==> src/rtl/daco_edge_pkg.sv <==
// Shared types and constants for the edge-store read path.
package daco_edge_pkg;
  localparam int EDGE_ADDR_W = 10;
  localparam int EDGE_DATA_W = 36;
  localparam int EDGE_RD_LAT = 1;

  typedef enum logic [1:0] {IDLE, RUN, DRAIN} rd_state_e;

  typedef struct packed {
    logic                   last;
    logic [EDGE_DATA_W-1:0] data;
  } edge_beat_t;
endpackage

==> src/rtl/edge_stream_fifo.sv <==
// Small register FIFO buffering edge beats between the RAM read pipe and the stream.
module edge_stream_fifo
  import daco_edge_pkg::*;
#(
  parameter int W     = EDGE_DATA_W + 1,
  parameter int DEPTH = 4,
  localparam int PW   = $clog2(DEPTH)
) (
  input  logic          clk,
  input  logic          rst_n,
  input  logic          push,
  input  logic [W-1:0]  push_data,
  input  logic          pop,
  output logic [W-1:0]  head,
  output logic          empty,
  output logic [PW:0]   occupancy
);

  logic [W-1:0]  mem_q [DEPTH];
  logic [W-1:0]  mem_d [DEPTH];
  logic [PW-1:0] wr_ptr_q, wr_ptr_d;
  logic [PW-1:0] rd_ptr_q, rd_ptr_d;
  logic [PW:0]   cnt_q, cnt_d;
  logic          pop_en;

  assign pop_en = pop && (cnt_q != '0);

  always_comb begin
    mem_d    = mem_q;
    wr_ptr_d = wr_ptr_q;
    rd_ptr_d = rd_ptr_q;
    if (push) begin
      mem_d[wr_ptr_q] = push_data;
      wr_ptr_d        = wr_ptr_q + PW'(1);
    end
    if (pop_en) rd_ptr_d = rd_ptr_q + PW'(1);
    cnt_d = cnt_q + (PW+1)'(push) - (PW+1)'(pop_en);
  end

  always_ff @(posedge clk or negedge rst_n) begin
    if (!rst_n) begin
      for (int i = 0; i < DEPTH; i++) mem_q[i] <= '0;
      wr_ptr_q <= '0;
      rd_ptr_q <= '0;
      cnt_q    <= '0;
    end else begin
      mem_q    <= mem_d;
      wr_ptr_q <= wr_ptr_d;
      rd_ptr_q <= rd_ptr_d;
      cnt_q    <= cnt_d;
    end
  end

  assign head      = mem_q[rd_ptr_q];
  assign empty     = (cnt_q == '0);
  assign occupancy = cnt_q;

endmodule

==> src/rtl/edge_reader.sv <==
// Streaming read engine: walks an edge-RAM address range and emits the words as a
// valid/ready stream, hiding the RAM read latency behind a credit-limited FIFO.
module edge_reader
  import daco_edge_pkg::*;
#(
  parameter int ADDR_W     = EDGE_ADDR_W,
  parameter int DATA_W     = EDGE_DATA_W,
  parameter int FIFO_DEPTH = 4
) (
  input  logic              clk,
  input  logic              rst_n,
  input  logic              start,
  input  logic [ADDR_W-1:0] base_addr,
  input  logic [ADDR_W:0]   count,
  output logic              busy,
  output logic              done,
  output logic [ADDR_W-1:0] rdaddr,
  input  logic [DATA_W-1:0] q,
  output logic              out_valid,
  input  logic              out_ready,
  output logic [DATA_W-1:0] out_data,
  output logic              out_last
);

  localparam int OCC_W = $clog2(FIFO_DEPTH) + 1;

  rd_state_e         state_q, state_d;
  logic [ADDR_W-1:0] addr_q, addr_d;
  logic [ADDR_W-1:0] rdaddr_q, rdaddr_d;
  logic [ADDR_W:0]   remaining_q, remaining_d;
  logic              vld_p0_q, vld_p0_d, last_p0_q, last_p0_d;
  logic              vld_p1_q, vld_p1_d, last_p1_q, last_p1_d;
  logic              busy_q, busy_d, done_q, done_d;

  logic [DATA_W:0]   fifo_head;
  logic              fifo_empty;
  logic [OCC_W-1:0]  fifo_occ;
  logic [OCC_W:0]    credit_sum;
  logic              credit_ok;
  logic              pop;

  // Credit counts FIFO entries plus reads still in the RAM pipe, all registered,
  // so the issue decision never depends combinationally on out_ready.
  assign credit_sum = {1'b0, fifo_occ} + (OCC_W+1)'(vld_p0_q) + (OCC_W+1)'(vld_p1_q);
  assign credit_ok  = credit_sum < (OCC_W+1)'(FIFO_DEPTH);
  assign pop        = out_valid && out_ready;

  always_comb begin
    state_d     = state_q;
    addr_d      = addr_q;
    rdaddr_d    = rdaddr_q;
    remaining_d = remaining_q;
    busy_d      = busy_q;
    done_d      = 1'b0;
    vld_p0_d    = 1'b0;
    last_p0_d   = 1'b0;
    vld_p1_d    = vld_p0_q;
    last_p1_d   = last_p0_q;
    case (state_q)
      IDLE: begin
        if (start) begin
          busy_d = 1'b1;
          if (count == '0) begin
            remaining_d = '0;
            state_d     = DRAIN;
          end else begin
            // First read issues on the accept edge to hide one cycle of fill.
            rdaddr_d    = base_addr;
            addr_d      = base_addr + ADDR_W'(1);
            remaining_d = count - (ADDR_W+1)'(1);
            vld_p0_d    = 1'b1;
            last_p0_d   = (count == (ADDR_W+1)'(1));
            state_d     = (count == (ADDR_W+1)'(1)) ? DRAIN : RUN;
          end
        end
      end
      RUN: begin
        if ((remaining_q != '0) && credit_ok) begin
          rdaddr_d    = addr_q;
          addr_d      = addr_q + ADDR_W'(1);
          remaining_d = remaining_q - (ADDR_W+1)'(1);
          vld_p0_d    = 1'b1;
          last_p0_d   = (remaining_q == (ADDR_W+1)'(1));
          if (remaining_q == (ADDR_W+1)'(1)) state_d = DRAIN;
        end
      end
      DRAIN: begin
        // The empty/idle-pipe term only fires for zero-length commands.
        if ((pop && out_last) || (fifo_empty && !vld_p0_q && !vld_p1_q)) begin
          state_d = IDLE;
          busy_d  = 1'b0;
          done_d  = 1'b1;
        end
      end
      default: state_d = IDLE;
    endcase
  end

  always_ff @(posedge clk or negedge rst_n) begin
    if (!rst_n) begin
      state_q     <= IDLE;
      addr_q      <= '0;
      rdaddr_q    <= '0;
      remaining_q <= '0;
      vld_p0_q    <= 1'b0;
      last_p0_q   <= 1'b0;
      vld_p1_q    <= 1'b0;
      last_p1_q   <= 1'b0;
      busy_q      <= 1'b0;
      done_q      <= 1'b0;
    end else begin
      state_q     <= state_d;
      addr_q      <= addr_d;
      rdaddr_q    <= rdaddr_d;
      remaining_q <= remaining_d;
      vld_p0_q    <= vld_p0_d;
      last_p0_q   <= last_p0_d;
      vld_p1_q    <= vld_p1_d;
      last_p1_q   <= last_p1_d;
      busy_q      <= busy_d;
      done_q      <= done_d;
    end
  end

  // Stage p1: RAM data is valid now and is pushed at the end of this cycle.
  edge_stream_fifo #(
    .W     (DATA_W + 1),
    .DEPTH (FIFO_DEPTH)
  ) u_fifo (
    .clk       (clk),
    .rst_n     (rst_n),
    .push      (vld_p1_q),
    .push_data ({last_p1_q, q}),
    .pop       (pop),
    .head      (fifo_head),
    .empty     (fifo_empty),
    .occupancy (fifo_occ)
  );

  assign out_valid = !fifo_empty;
  assign out_data  = fifo_head[DATA_W-1:0];
  assign out_last  = fifo_head[DATA_W];
  assign rdaddr    = rdaddr_q;
  assign busy      = busy_q;
  assign done      = done_q;

endmodule

==> config.mk <==
export PLATFORM = sky130hd
export DESIGN_NAME = edge_reader
export DESIGN_NICKNAME = d
export VERILOG_FILES = /design/src/rtl/daco_edge_pkg.sv /design/src/rtl/edge_stream_fifo.sv /design/src/rtl/edge_reader.sv
export SDC_FILE = /design/constraint.sdc
export NUM_CORES = 1
export LEC_CHECK = 0
export ABC_CLOCK_PERIOD_IN_PS = 5100
export BUFFER_PORTS_ARGS = -buffer_cell sky130_fd_sc_hd__buf_4
export CORE_ASPECT_RATIO = 0.7
export CORE_MARGIN = 4
export CORE_UTILIZATION = 28
export DETAILED_ROUTE_END_ITERATION = 16
export GPL_ROUTABILITY_DRIVEN = 0
export GPL_TIMING_DRIVEN = 0
export SYNTH_ARGS = -nofsm -noshare
export SYNTH_HDL_FRONTEND = slang
export SYNTH_SLANG_ARGS = --single-unit
==> constraint.sdc <==
create_clock -name clk -period 5.1 [get_ports clk]
set_clock_uncertainty 0.15 [all_clocks]
set_input_delay 1.02 -clock clk [delete_from_list [all_inputs] [get_ports clk]]
set_output_delay 1.02 -clock clk [all_outputs]
set_load 0.02 [all_outputs]
# Word level (Yosys, flattened, before mapping)

Index checks and enable logic that the tools add are counted.

Output and inout bits: 50
Logic and storage cells: 102
Input port bits: 61
Flip-flop bits (word level): 194

Add/subtract/negate cells: 10
Reduce and logical (&&, ||, !) cells: 22
$lt $le $gt $ge: 4
Bitwise gates (word level): 2
Muxes and demuxes: 38
Equality and inequality tests: 9

Operator list:

| operator                | count |
|---|---|
| $bwmux W148             | 1 |
| $mux W37                | 3 |
| $bmux W37 S2            | 1 |
| $demux W37 S2           | 1 |
| $mux W10                | 6 |
| $pmux W10 S2            | 2 |
| $mux W11                | 3 |
| $eq A11 B1 Y1 const B   | 2 |
| $pmux W11 S2            | 1 |
| $sub A11 B1 Y11 const B | 2 |
| $add A10 B1 Y10 const B | 2 |
| $mux W2                 | 6 |
| $logic_not A11 Y1       | 1 |
| $reduce_bool A11 Y1     | 1 |
| $mux W1                 | 10 |
| $ne A2 B2 Y1 const B    | 5 |
| $reduce_and A4 Y1       | 2 |
| $logic_and A1 B1 Y1     | 7 |
| $ge A3 B3 Y1 const B    | 2 |
| $not A2 Y3              | 2 |
| $pmux W1 S2             | 3 |
| $pmux W2 S3             | 1 |
| $reduce_and A3 Y1       | 2 |
| $add A2 B1 Y2 const B   | 2 |
| other kinds (14)        | 17 |

# Longest topological paths before layout

Gate-level depths: netlist (run 1).

Word-level depth: 8
Depth in mapped cells: 10
Mapped depth without buffers: 8

# Cells and area by module

From an unflattened synthesis (run 1), not the netlist that was laid out.

Cell total of the unflattened synthesis: 673
Area total of the unflattened synthesis: 9,357.7 um^2

By module, submodules not included:

| module           | seq. area each (um^2) | cells an instance | area each (um^2) | instances |
|---|---|---|---|---|
| edge_stream_fifo | 3,878.7               | 389               | 6,797.8          | 1 |
| edge_reader      | 975.9                 | 284               | 2,560.0          | 1 |

# Worst setup path after synthesis (run 1)

Ideal clock, no wire load.

Path kind: reg2out
From: reg u_fifo.rd_ptr_q[0]
To: out out_data[18]
Stages on the path, launching flop included: 4
Required time: 3,930 ps
Setup slack: 2,357 ps
Path buffers: 2
Arrival time: 1,573 ps
Path through: dfrtp_1 buf_2 buf_2 mux4_2

Longest elaborated chain between the ends: 4

Ends and longest elaborated chain:

| what                                         | RTL line               | source |
|---|---|---|
| from (decl)                                  | edge_stream_fifo.sv:22 | `logic [PW-1:0] rd_ptr_q, rd_ptr_d;` |
| from (signal assigned)                       | edge_stream_fifo.sv:49 | `rd_ptr_q <= rd_ptr_d;` |
| $not A2 Y3 (implied by the code)             | edge_stream_fifo.sv:54 | `assign head = mem_q[rd_ptr_q];` |
| $bmux W37 S2                                 | edge_stream_fifo.sv:54 |  |
| $mux W37 (implied by the code) (2 in series) | edge_stream_fifo.sv:54 |  |
| to (decl)                                    | edge_reader.sv:21      | `output logic [DATA_W-1:0] out_data,` |

No other way between the ends. The select of a mux whose other input is x is not followed.

# Worst setup path in the final report (run 1)

From: reg u_fifo.rd_ptr_q[1]
To: out out_data[28]

The elaborated chain is that of the path after synthesis.

==> results of run 1 <==
==> cells in the final DEF, fill, tap and decap left out, types with 5 or more instances in the layout <==
cell	synthesis	layout
dfrtp_1	194	194
mux2_2	156	156
buf_4	1	109
mux4_2	37	37
nand2_1	34	34
nor2_1	29	29
o21ai_0	21	21
a21oi_1	19	19
clkbuf_16	0	17
clkbuf_1	16	16
inv_1	14	14
ha_1	14	14
buf_2	10	10
mux2i_1	9	9
nand3_1	8	8
o22a_1	6	6
buf_1	6	6
clkinv_8	0	6
and3_1	5	5
nand2b_1	5	5
nor3_1	5	5
==> power by group through the flow <==
stage               Combinational, uW  Clock [uW]  Sequential [uW]
floorplan                        2580           0             2690
global placement                 3690           0             2760
detailed placement               3770           0             2770
CTS                              3770        1440             2750
global route                     4030        1500             2860
finish                           3700        1390             2750
==> through the flow <==
stage | hold WS (ns) | power (uW) | setup WS (ns)
after floorplan | 0.181 | 5270 | 2.36
after global placement | 0.196 | 6450 | 1.40
after detailed placement | 0.200 | 6540 | 1.74
after CTS | 0.218 | 7950 | 1.23
after global routing | 0.229 | 8380 | 1.15
final | 0.212 | 7840 | 1.32
==> cell usage after synthesis (4+ instances only) <==
master / n / area, sq um
a21oi_1: 19 / 95.1
nor2b_1: 4 / 25.0
buf_1: 6 / 22.5
nor2_1: 29 / 109
xnor2_1: 4 / 35.0
inv_1: 14 / 52.6
o21a_1: 4 / 30.0
nand2_1: 34 / 128
ha_1: 14 / 175
o22a_1: 6 / 52.6
buf_2: 10 / 50.1
xor2_1: 4 / 35.0
a211oi_1: 4 / 30.0
mux4_2: 37 / 833
o31ai_1: 4 / 30.0
clkbuf_1: 16 / 60.1
o21ai_0: 21 / 105
dfrtp_1: 194 / 4850
mux2i_1: 9 / 90.1
nor3_1: 5 / 25.0
mux2_2: 156 / 1760
nand2b_1: 5 / 31.3
nand3_1: 8 / 40.0
and3_1: 5 / 31.3
==> layout make-up <==
cell class,instances,share of cell area (%)
multi-input cells,434,37.4
repair buffers,111,7.76
well taps,427,4.71
clock inverters,14,1.59
flip-flops and latches,194,42.8
inverters,15,0.496
clock buffers,18,3.87
plain buffers,36,1.42
==> layer usage <==
layer	GRT usage (%)	wire length [um]
met5	0	0
met1	18.0	10700
met3	3.47	1110
met2	18.6	9780
met4	3.26	217
==> worst register-to-register path: stages, from the launching register on <==
cell and delay [ns]:
dfrtp_1 0.45, nor2b_1 0.12, buf_2 0.22, clkbuf_1 0.45, nand2_1 0.10, nand2_1 0.10, ha_1 0.14, clkbuf_2 0.20
and4_1 0.25, mux2i_1 0.20, o22a_1 0.14
==> registers in the layout, indices dropped and copies added (netlist names) <==
register          cells
rdaddr               10
remaining_q          11
u_fifo.rd_ptr_q       2
u_fifo.occupancy      3
vld_p1_q              1
u_fifo.wr_ptr_q       2
busy                  1
u_fifo.mem_q        148
addr_q               10
last_p0_q             1
done                  1
state_q               2
vld_p0_q              1
last_p1_q             1
==> path summary, 6_finish.rpt <==
| path | cells past startpoint | to | slack (ns) | startpoint |
|---|---|---|---|---|
| hold reg to reg | 0 | last_p1_q | 0.21 | last_p0_q |
| max in group asynchronous | 2 | rdaddr[0] | 3.72 | rst_n |
| setup / recovery | 4 | out_data[28] | 1.32 | u_fifo.rd_ptr_q[1] |
| hold / removal | 0 | last_p1_q | 0.21 | last_p0_q |
| setup reg to reg | 10 | addr_q[6] | 2.53 | state_q[1] |
| min in group asynchronous | 1 | u_fifo.mem_q[124] | 0.34 | rst_n |
==> cells by family (layout without fill, tap and decap cells) <==
kind of cell             after synthesis  count (layout)
multiplexers                         205             205
XOR/XNOR                               8               8
flip-flops                           194             194
adder cells (fa/ha/maj)               15              15
AO/OA/AOI/OAI                         92              92
buffers and inverters                 51             194
AND/OR/NAND/NOR                      114             114
==> flow_summary_export.csv, run 1 <==
group,metric,value,unit
yosys,synth_xor_xnor_area_share,0.752,%
placed_design,hpwl,15400,um
worst_setup_path,critical_path.cell_chain,"clkbuf_1, buf_1, mux4_2, buf_4",
yosys,ys_types,65,
yosys,synth_fp_nets,755,
power_and_ir_drop,p_sw_share,37.4,%
clocking,cts_setup_buffers,0,
clocking,cts_hold_buf,0,
yosys,synth_top_family_by_area,"multiplexers",
power_and_ir_drop,p_sw,2930,uW
worst_setup_path,cp_slowest_cell,"buf_1",
floorplanning,placeableCoreArea,32600,sq um
timing,fin_tns_setup,0,ns
clocking,clk_path_buf_depth,2,
timing,worstMarginPinSlew,0.907,ns
timing,fin_crit,3.78,ns
yosys,ys_warn_count,0,
timing,fin_crit_sh,74.1,%
yosys,yosys.area_share.adder,2.10,%
power_and_ir_drop,clockPowerShare,17.7,%
floorplanning,start_util,28.6,%
routing,routed_wl,21800,um
timing,finalHoldViolations,0,
global_route,grt_pass1_vias,6249,
placed_design,dp_cells,1217,
floorplanning,die-height,161,um
floorplanning,io_pins,111,
global_route,grt_antenna_before_repair,0,
timing,grt_setup_unrepaired,"no",
worst_setup_path,critPathMaxFanout,10,
power_and_ir_drop,p_per_area,691,nW/um^2
global_route,track_usage,12.5,%
clocking,clock_latency,0.45,ns
worst_setup_path,critPathRequiredTime,3.93,ns
yosys,synth_edf_count,0,
yosys,synth_mux_area_share,29.3,%
routing,avgViaCountPerCell,4.79,
worst_setup_path,startpoint_type,"flop",
yosys,ys_seq_area_share,52.1,%
power_and_ir_drop,seqPwrFrac,35.1,%
placed_design,place_area,10700,sq um
floorplanning,die_area,36300,sq um
routing,wl_per_cell,17.5,um
global_route,grt_pass1_wl,35500,um
yosys,synthArstFlopShare,100,%
worst_setup_path,slowest_delay,0.67,ns
worst_setup_path,crit_type,"reg -> out",
cells_and_area,syn2layout_area_growth,21.8,%
worst_hold_path,hp-class,"reg -> reg",
global_route,grt_max_degree,72,
cells_and_area,fin_nets,885,
timing,relSlewSlack,39.5,%
cells_and_area,fillers,3205,
worst_setup_path,crit_path_end_kind,"output port",
floorplanning,row_count,55,
cells_and_area,final_cell_area,11300,sq um
routing,drt_iter0_drc,392,
clocking,cts_resized,0,
worst_setup_path,crit_arrival,2.61,ns
global_route,grt_overflow,0,
cells_and_area,multi_input_area,4240,sq um
routing,dr.pass1.iters,4,
power_and_ir_drop,pwr-share-comb,47.2,%
clocking,htreeDepth,4,
clocking,cts_buffers,17,
clocking,root_buffer,"clkbuf_16",
clocking,cts.sinks,194,
clocking,tritoncts,"built",
worst_setup_path,cp_top_family,"buffers and inverters",
yosys,netlist_area,9310,sq um
cells_and_area,instances_no_fill,1249,
yosys,yosys_most_used_dff,"dfrtp_1",
routing,vias,5987,
yosys,syn-instance-count,679,
power_and_ir_drop,power.leakage,0.00481,uW
yosys,synth.avg_cell_area,13.7,sq um
yosys,synthSimpleGateAreaFrac,6.45,%
cells_and_area,diodes,0,
timing,fmax,265,MHz
placed_design,port_buffers,109,
power_and_ir_drop,p_int,4900,uW
cells_and_area,seqCellArea,4850,sq um
job,drv_cap,0,
worst_setup_path,path_buf_inv,3,
cells_and_area,drive_gt1_share,44.6,%
timing,setup_viol,0,
floorplanning,die_w,226,um
routing,drc_errors,0,
clocking,clk_pin_slew_worst_paths,0.07,ns
cells_and_area,post-route-util,34.9,%
run_status,status,"finished clean",
yosys,synth_compound_area_share,6.97,%
timing,drv_slew,0,
routing,ant_nets,0,
yosys,synth_seq_cells,194,
power_and_ir_drop,ir_drop,324,uV
No activity file was read; power rests on OpenSTA's default activity.
==> run 2: changes to the inputs <==
- ABC_CLOCK_PERIOD_IN_PS: 5100 -> 3400
- clock period: 5.1 -> 3.4 ns (I/O delays scaled with it)
==> flow_summary_export.csv, run 2 (synthesis results as in run 1) <==
group,metric,value,unit
clocking,clk_pin_slew_worst_paths,0.08,ns
placed_design,port_buffers,109,
clocking,clock_latency,0.45,ns
clocking,cts.sinks,194,
cells_and_area,post-route-util,34.9,%
clocking,cts_setup_buffers,0,
global_route,grt_max_degree,72,
global_route,grt_pass1_wl,35500,um
clocking,htreeDepth,4,
timing,grt_setup_unrepaired,"no",
timing,fin_crit_sh,95.0,%
clocking,clk_path_buf_depth,2,
global_route,grt_pass1_vias,6249,
power_and_ir_drop,ir_drop,466,uV
run_status,status,"finished clean",
routing,routed_wl,21900,um
power_and_ir_drop,power.leakage,0.00483,uW
worst_setup_path,crit_type,"reg -> out",
clocking,cts_buffers,17,
global_route,track_usage,12.5,%
routing,dr.pass1.iters,4,
floorplanning,row_count,55,
timing,fin_crit,3.23,ns
routing,ant_nets,0,
cells_and_area,fillers,3208,
cells_and_area,seqCellArea,4850,sq um
routing,vias,6014,
job,drv_cap,0,
floorplanning,placeableCoreArea,32600,sq um
cells_and_area,reg_top3,"u_fifo.mem_q (148), remaining_q (11)",
worst_setup_path,critPathRequiredTime,2.57,ns
timing,relSlewSlack,44.3,%
floorplanning,die_w,226,um
cells_and_area,final_cell_area,11400,sq um
worst_hold_path,hp-class,"reg -> reg",
power_and_ir_drop,p_per_area,1040,nW/um^2
cells_and_area,drive_gt1_share,45.0,%
floorplanning,die_area,36300,sq um
routing,wl_per_cell,17.5,um
floorplanning,start_util,28.6,%
routing,drt_iter0_drc,356,
worst_setup_path,crit_path_end_kind,"output port",
clocking,tritoncts,"built",
cells_and_area,final_cell_mix,"194 x dfrtp_1, 156 x mux2_2, 109 x buf_4",
cells_and_area,fin_nets,886,
worst_setup_path,critPathMaxFanout,10,
placed_design,hpwl,15400,um
timing,setup_viol,0,
clocking,root_buffer,"clkbuf_16",
worst_setup_path,startpoint_type,"flop",
global_route,grt_overflow,0,
floorplanning,die-height,161,um
timing,drv_slew,0,
worst_setup_path,crit_arrival,2.40,ns
routing,drc_errors,0,
routing,avgViaCountPerCell,4.81,
placed_design,place_area,10700,sq um
cells_and_area,final_common_cell,"dfrtp_1",
global_route,grt_antenna_before_repair,0,
timing,finalHoldViolations,0,
cells_and_area,diodes,0,
cells_and_area,syn2layout_area_growth,22.1,%
cells_and_area,largest_register_ffs,148,
timing,fin_tns_setup,0,ns
timing,fmax,310,MHz
timing,worstMarginPinSlew,0.835,ns
floorplanning,io_pins,111,
cells_and_area,multi_input_area,4240,sq um
cells_and_area,largest_register,"u_fifo.mem_q",
worst_setup_path,rrSetupSlack,0.80,ns
-- run 2: area by class of cell --
cell class | count | area share, %
Sequential cell | 194 | 42.7
Multi-Input combinational cell | 434 | 37.3
Timing Repair Buffer | 112 | 7.83
Tap cell | 427 | 4.70
Clock buffer | 18 | 3.86
Clock inverter | 14 | 1.58
Buffer | 36 | 1.55
Inverter | 15 | 0.495
-- run 2: final timing paths --
path,startpoint,endpoint,depth (start not counted)
setup / recovery,u_fifo.rd_ptr_q[0],out_data[11],3
hold / removal,last_p0_q,last_p1_q,0
setup reg to reg,state_q[1],addr_q[6],10
hold reg to reg,last_p0_q,last_p1_q,0
max in group asynchronous,rst_n,addr_q[0],3
min in group asynchronous,rst_n,u_fifo.mem_q[124],2
-- run 2: per-layer routing --
metal  global-route usage [%]  vias up  part of all wire, %
li1                         -     2792                    -
met1                     18.0     3088                   49
met2                     18.6      116                   45
met3                     3.47       18                  5.3
met4                     3.26        0                 0.99
met5                        0        -                    0
-- run 2: critical path, stage by stage (launching register included) --
cell and delay [ns]:
dfrtp_1 0.43, clkdlybuf4s15_1 0.72, mux4_2 0.63, buf_4 0.18
-- run 2: report_power, final --
group / internal (uW) / leakage (uW) / switching [uW]
combinational: 2880 / 0.00224 / 2680
sequential: 3460 / 0.00229 / 669
clock: 1020 / 0.000300 / 1060
total: 7370 / 0.00483 / 4410
-- run 2: repair_timing --
action	4_1_cts	5_1_grt
setup endpoints to repair	22	19
hold buffers	1	0
resized for setup	3	3
hold endpoints to repair	23	0
-- run 2: through the flow --
| step | instances | hold WS, ns | total power (uW) | setup slack (ns) |
|---|---|---|---|---|
| final | 1250 | 0.215 | 11800 | 0.169 |
| after global routing | 1250 | 0.229 | 12600 | 0.00306 |
| after CTS | 1250 | 0.218 | 11900 | 0.00146 |
| after detailed placement | 1217 | 0.200 | 9810 | 0.383 |
| after global placement | 1215 | 0.196 | 9680 | 0.0446 |
| after floorplan | 679 | 0.181 | 7910 | 0.997 |
==> run 3: changes to the inputs <==
- MAX_ROUTING_LAYER: not set -> met4
==> flow_summary_export.csv, run 3 (synthesis results as in run 1) <==
group,metric,value,unit
run_status,status,"finished clean",
worst_setup_path,crit_type,"reg -> out",
floorplanning,die_w,226,um
cells_and_area,drive_gt1_share,45.0,%
timing,fin_tns_setup,0,ns
cells_and_area,largest_register_ffs,148,
cells_and_area,final_cell_mix,"194 x dfrtp_1, 156 x mux2_2, 109 x buf_4",
cells_and_area,largest_register,"u_fifo.mem_q",
cells_and_area,diodes,0,
timing,drv_slew,0,
worst_setup_path,crit_path_end_kind,"output port",
clocking,htreeDepth,4,
routing,drt_iter0_drc,381,
cells_and_area,fin_nets,886,
clocking,clk_path_buf_depth,2,
timing,fmax,310,MHz
timing,finalHoldViolations,0,
power_and_ir_drop,power.leakage,0.00483,uW
cells_and_area,syn2layout_area_growth,22.1,%
worst_setup_path,crit_arrival,2.39,ns
cells_and_area,final_common_cell,"dfrtp_1",
floorplanning,row_count,55,
global_route,grt_overflow,0,
floorplanning,die-height,161,um
routing,avgViaCountPerCell,4.80,
routing,drc_errors,0,
cells_and_area,reg_top3,"u_fifo.mem_q (148), remaining_q (11)",
timing,grt_setup_unrepaired,"no",
clocking,root_buffer,"clkbuf_16",
placed_design,hpwl,15400,um
timing,setup_viol,0,
routing,routed_wl,21900,um
floorplanning,io_pins,111,
global_route,grt_max_degree,72,
placed_design,port_buffers,109,
global_route,grt_pass1_vias,6258,
clocking,cts_buffers,17,
floorplanning,placeableCoreArea,32600,sq um
placed_design,place_ws,0.383,ns
routing,ant_nets,0,
clocking,tritoncts,"built",
global_route,track_usage,12.9,%
clocking,clock_latency,0.45,ns
floorplanning,die_area,36300,sq um
timing,holdWs,0.215,ns
timing,finalWorstSetupSlack,0.179,ns
worst_setup_path,critPathRequiredTime,2.57,ns
timing,worstMarginPinSlew,0.838,ns
timing,fin_crit,3.22,ns
power_and_ir_drop,p_per_area,1040,nW/um^2
routing,vias,5994,
clocking,clk_pin_slew_worst_paths,0.08,ns
worst_setup_path,critPathMaxFanout,10,
timing,relSlewSlack,44.1,%
clocking,cts.sinks,194,
global_route,grt_pass1_wl,35500,um
global_route,grt_antenna_before_repair,0,
floorplanning,start_util,28.6,%
routing,wl_per_cell,17.5,um
worst_setup_path,startpoint_type,"flop",
routing,dr.pass1.iters,5,
timing,fin_crit_sh,94.7,%
power_and_ir_drop,ir_drop,467,uV
worst_hold_path,hp-class,"reg -> reg",
job,drv_cap,0,
## run 3: cell counts in the layout (fill, tap and decap cells not counted)
Identical to the previous run, type by type.
## run 3: worst paths after layout
kind	to	slack, ns	depth (start not counted)	startpoint
setup / recovery	out_data[11]	0.18	3	u_fifo.rd_ptr_q[0]
hold / removal	last_p1_q	0.21	0	last_p0_q
setup reg to reg	addr_q[6]	0.82	10	state_q[1]
hold reg to reg	last_p1_q	0.21	0	last_p0_q
max in group asynchronous	addr_q[0]	1.76	3	rst_n
min in group asynchronous	u_fifo.mem_q[124]	0.59	2	rst_n
## run 3: layout make-up
class                      instances  area, sq um
inverter                          15         56.3
multi-input combinational        434         4240
clock buffer                      18          439
clock inverter                    14          180
fill                            3208        21200
sequential                       194         4850
buffer                            36          176
tap                              427          534
timing repair buffer             112          891
## run 3: critical path: stages (launching register included)
cell and delay [ns]:
dfrtp_1 0.43, clkdlybuf4s15_1 0.71, mux4_2 0.63, buf_4 0.18
## run 3: what timing repair did
| action | 4_1_cts | 5_1_grt |
|---|---|---|
| gates resized for setup | 3 | 3 |
| hold endpoints to repair | 23 | 0 |
| hold buffers | 1 | 0 |
| setup endpoints to repair | 22 | 19 |
| setup buffers | 0 | 0 |
## run 3: per-stage QoR
step           cell area (sq um)  util [%]  power [uW]  instances
2_1_floorplan               9310         -        7910        679
3_3_place_gp               10700      32.8        9680       1215
5_1_grt                    11400      34.9       12600       1250
4_1_cts                    11400      34.9       11900       1250
6_report                   11400      34.9       11800       1250
3_5_place_dp               10700      33.0        9810       1217
## run 3: where the power goes
part / switching (uW) / internal [uW] / leakage, uW
registers: 671 / 3460 / 0.00229
clock network: 1060 / 1020 / 0.000300
logic: 2680 / 2880 / 0.00224
## run 3: metal layers
layer / vias to the layer above / share of wire [%] / wire length, um / global-route usage (%)
li1: 2793 / - / - / -
met1: 3066 / 49 / 10800 / 18.1
met2: 120 / 44 / 9730 / 18.6
met3: 15 / 5.3 / 1170 / 3.58
met4: 0 / 0.89 / 194 / 2.75
met5: - / 0 / 0 / -
